<file path="src/rtl/submod_dp_seq.sv">
// Word-serial double-word modular subtractor: res = (inA - inB) mod {BLS381_CHAR, W'b0}.
// Define SUBMOD_NEG_EN to add the neg port (minuend forced to zero, giving -inB mod M).
`ifndef WORD_SIZE
`define WORD_SIZE 32
`endif
`ifndef BLS381_CHAR
`define BLS381_CHAR 32'h1A0111EA
`endif

module submod_dp_seq (
   input  logic                      clk,
   input  logic                      rst,
   input  logic                      in_valid,
   output logic                      in_ready,
   input  logic [2*`WORD_SIZE-1:0]   inA,
   input  logic [2*`WORD_SIZE-1:0]   inB,
`ifdef SUBMOD_NEG_EN
   input  logic                      neg,
`endif
   output logic                      out_valid,
   input  logic                      out_ready,
   output logic [2*`WORD_SIZE-1:0]   res
);

   localparam int          W    = `WORD_SIZE;
   localparam logic [W-1:0] CHAR = `BLS381_CHAR;

   typedef enum logic [1:0] {IDLE, LO, HI, DONE} state_t;

   state_t          state_q, state_d;
   logic [2*W-1:0]  a_q, a_d;
   logic [2*W-1:0]  b_q, b_d;
   logic            bl_q, bl_d;
   logic [W-1:0]    res_lo_q, res_lo_d;
   logic [W-1:0]    res_hi_q, res_hi_d;

   logic [W:0]      lo_diff;
   logic [W:0]      hi_diff;
   logic [W-1:0]    hi_alt;
   logic [2*W-1:0]  a_in;

`ifdef SUBMOD_NEG_EN
   assign a_in = neg ? '0 : inA;
`else
   assign a_in = inA;
`endif

   // Top bit of each (W+1)-bit difference is the borrow out of that word.
   assign lo_diff = {1'b0, a_q[W-1:0]} - {1'b0, b_q[W-1:0]};
   assign hi_diff = {1'b0, a_q[2*W-1:W]} - {1'b0, b_q[2*W-1:W]} - {{W{1'b0}}, bl_q};
   assign hi_alt  = hi_diff[W-1:0] + CHAR;

   always_comb begin
      state_d  = state_q;
      a_d      = a_q;
      b_d      = b_q;
      bl_d     = bl_q;
      res_lo_d = res_lo_q;
      res_hi_d = res_hi_q;
      case (state_q)
         IDLE: begin
            if (in_valid) begin
               a_d     = a_in;
               b_d     = inB;
               state_d = LO;
            end
         end
         LO: begin
            res_lo_d = lo_diff[W-1:0];
            bl_d     = lo_diff[W];
            state_d  = HI;
         end
         HI: begin
            // M has a zero low word, so only the high word needs the wrap correction.
            res_hi_d = hi_diff[W] ? hi_alt : hi_diff[W-1:0];
            state_d  = DONE;
         end
         DONE: begin
            if (out_ready) begin
               state_d = IDLE;
            end
         end
         default: state_d = IDLE;
      endcase
   end

   always_ff @(posedge clk) begin
      if (rst) begin
         state_q  <= IDLE;
         a_q      <= '0;
         b_q      <= '0;
         bl_q     <= 1'b0;
         res_lo_q <= '0;
         res_hi_q <= '0;
      end else begin
         state_q  <= state_d;
         a_q      <= a_d;
         b_q      <= b_d;
         bl_q     <= bl_d;
         res_lo_q <= res_lo_d;
         res_hi_q <= res_hi_d;
      end
   end

   assign in_ready  = (state_q == IDLE);
   assign out_valid = (state_q == DONE);
   assign res       = {res_hi_q, res_lo_q};

endmodule
</file>
<file path="config.mk">
export PLATFORM = sky130hd
export DESIGN_NAME = submod_dp_seq
export DESIGN_NICKNAME = d
export VERILOG_FILES = /design/src/rtl/submod_dp_seq.sv
export SDC_FILE = /design/constraint.sdc
export NUM_CORES = 1
export LEC_CHECK = 0
export ABC_AREA = 1
export BUFFER_PORTS_ARGS = -buffer_cell sky130_fd_sc_hd__buf_2
export CAP_MARGIN = 15
export CORE_UTILIZATION = 40
export DETAILED_ROUTE_END_ITERATION = 16
export GPL_TIMING_DRIVEN = 0
export PLACE_DENSITY = 0.66
export SYNTH_ARGS = -nofsm -noshare
export SYNTH_HDL_FRONTEND = slang
export SYNTH_SLANG_ARGS = --single-unit
</file>
<file path="constraint.sdc">
create_clock -name clk -period 6.4 [get_ports clk]
set_clock_uncertainty 0.2 [all_clocks]
set_input_delay 0.32 -clock clk [delete_from_list [all_inputs] [get_ports clk]]
set_output_delay 0.32 -clock clk [all_outputs]
set_load 0.005 [all_outputs]
</file>
==> impl_metrics.py <==
metrics = {
    "flow_run": {
        "maxCapViolations": 0,
    },
    "sta": {
        "min_period_ns": 3.883,
        "totalNegativeSetupSlack_ns": 0,
        "worst_pin_slew_ns": 0.9340,
        "slew_headroom_pct": 37.74,
        "hold_slack_ns": 0.007429,
        "fmax_ghz": 0.2575,
        "setup_viol": 0,
        "rsz0062_at_grt": "no",
        "hold_viol_final": 0,
        "drv_slew": 0,
        "fin_crit_sh_pct": 60.67,
    },
    "yosys": {
        "synth_edf_count": 0,
        "synth_warnings": 0,
        "synth_common_cells": "nand2_1, inv_1, nor2_1, dfxtp_1, o21ai_0",
        "synth_most_common_cell": "nand2_1",
        "synthTopCellsByArea": "dfxtp_1, nand2_1, inv_1",
        "avgSynthCellArea_sq_um": 6.403,
        "syn_nets": 2237,
        "synth_top_area_share_pct": 30.44,
        "synth_area_sq_mm": 0.01283,
        "ys_seq_area_share_pct": 30.44,
        "synthCells": 2003,
        "synth-seq-cells": 195,
        "async_flop_share_pct": 0,
        "synth_cell_types": 42,
        "yosys.area.top_type": "dfxtp_1",
        "synth-main-ff-cell": "dfxtp_1",
    },
    "drt": {
        "drtIter0Drc": 718,
        "drt-met1-wl_microns": 19090,
        "final_antenna_net_count": 0,
        "wl_met2_microns": 18240,
        "drc": 0,
        "firstDrtPassIters": 6,
        "routed.top_layer": "met5",
        "vias": 13530,
        "wl_met3_microns": 2055,
        "viasPerCell": 4.909,
        "wl_per_cell_microns": 14.72,
        "wl_microns": 40570,
    },
    "critical_path": {
        "crit_required_ns": 6.56,
        "critPathSlowestCell": "fa_1",
        "r2r_slack_ns": 2.52,
        "end_kind": "flip-flop",
        "arrival_ns": 4.04,
        "timing_worst_setup_path_type": "flip-flop to flip-flop",
        "cp_common_cell": "nand2_1",
        "critical_path.startpoint_type": "flip-flop",
        "cp_max_fo": 5,
        "max_stage_delay_ns": 0.48,
    },
    "clocking": {
        "cts_tree": "built",
        "cts_resized": 0,
        "cts_buffers": 17,
        "hold_buffers": 120,
        "htreeDepth": 4,
        "clkTransAtPathRegs_ns": 0.08,
        "cts.sinks": 195,
        "post_cts_buffers": 0,
        "cts_buffer_depth": 2,
        "ctsRootBufferMaster": "clkbuf_16",
        "clkLatencyLatePin_ns": 0.47,
    },
    "floorplanning": {
        "start_util_pct": 40.65,
        "die_h_microns": 181.1,
        "core_sq_mm": 0.03156,
        "io_pins": 198,
        "die_w_microns": 181.1,
        "die-area_sq_mm": 0.03278,
        "fp-row-count": 65,
    },
    "finish": {
        "utilization_pct": 51.14,
        "layout-drive-gt1-share_pct": 13.60,
        "area_growth_pct": 25.81,
        "num-fill-cells": 3279,
        "final_nets": 2574,
    },
    "placement": {
        "io_buffers": 197,
        "dp_hpwl_microns": 32270,
        "gp_congestion": 0.9369,
    },
    "grt": {
        "antenna_found_initial": 2,
        "grt_max_degree": 21,
        "grt_pass1_wl_microns": 64950,
        "grt-ovfl-total": 0,
        "first_global_vias": 12710,
        "grt_use_total_pct": 25.17,
    },
    "run_status": {
        "status": "finished, final reports clean",
    },
    "worst_hold_path": {
        "hold_path.class": "input pin to flip-flop",
    },
}
[registers in the layout, summed over array words and instances (netlist names)]
register,cells
state_q,2
a_q,64
b_q,64
res_lo_q,32
bl_q,1
res_hi_q,32
[stage by stage]
stage               instances  setup WS (ns)  cell area [sq um]
finish                   2756          2.517              16140
global route             2756          2.176              16140
CTS                      2754          2.523              16120
detailed placement       2602          2.535              14320
global placement         2602          2.592              14320
floorplan                2003          3.014              12830
[critical path: cells and delay by family (launching register included)]
family | cells | cell delay, ns
DFF | 1 | 0.31
and+or+nand+nor | 14 | 1.61
adders and majority gates | 3 | 1.01
AOI/OAI and AO/OA | 2 | 0.19
buffers and inverters | 7 | 0.44
[path summary, 6_finish.rpt]
check / startpoint / endpoint / cells past startpoint
worst max register to register: b_q[32]$_SDFFE_PP0P_ / res_hi_q[22]$_SDFFE_PP0P_ / 26
worst max-delay path: b_q[32]$_SDFFE_PP0P_ / res_hi_q[22]$_SDFFE_PP0P_ / 26
worst min register to register: b_q[14]$_SDFFE_PP0P_ / b_q[14]$_SDFFE_PP0P_ / 2
worst min-delay path: inA[42] / a_q[42]$_SDFFE_PP0P_ / 3
[logic make-up (layout without fill, tap and decap cells)]
group / after synthesis / after routing / synth area share, %
buf+inv: 425 / 775 / 12.63
simple gates: 857 / 857 / 28.20
other cells: 0 / 1 / 0
xor+xnor: 40 / 40 / 2.731
compound gates: 384 / 384 / 15.87
fa+ha+maj: 102 / 102 / 10.13
flops: 195 / 195 / 30.44
[layer usage]
metal  GRT usage [%]  vias to the layer above
li1                -                     6980
met1           33.15                     6140
met2           41.19                      349
met3           4.233                       58
met4           9.288                        2
met5               0                        -
[cell usage in the layout (no fill, tap or decap), types with 12 or more instances in the layout]
| master | n |
|---|---|
| nand2_1 | 367 |
| inv_1 | 339 |
| nor2_1 | 309 |
| buf_2 | 199 |
| dfxtp_1 | 195 |
| o21ai_0 | 189 |
| a21oi_1 | 139 |
| dlygate4sd3_1 | 121 |
| ha_1 | 99 |
| nand3_1 | 79 |
| clkbuf_1 | 60 |
| nand2_2 | 32 |
| xor2_1 | 25 |
| inv_2 | 19 |
| nor2_2 | 17 |
| clkbuf_16 | 17 |
| xnor2_1 | 15 |
| nand4_1 | 15 |
| o211ai_1 | 12 |
| o21ai_1 | 12 |
[layout make-up]
class	instances	area (sq um)	share of cell area, %
clock buffers	18	429.2	2.660
repair buffers	318	2197	13.62
multi-input cells	1383	7302	45.25
plain buffers	65	269.0	1.667
flip-flops and latches	195	3904	24.19
diodes	1	2.502	0.01551
well taps	402	503.0	3.117
inverters	360	1351	8.374
clock inverters	14	178.9	1.109
Power is not shown: default switching activity piles up to over one toggle a cycle in this logic, so the estimate is an artifact.
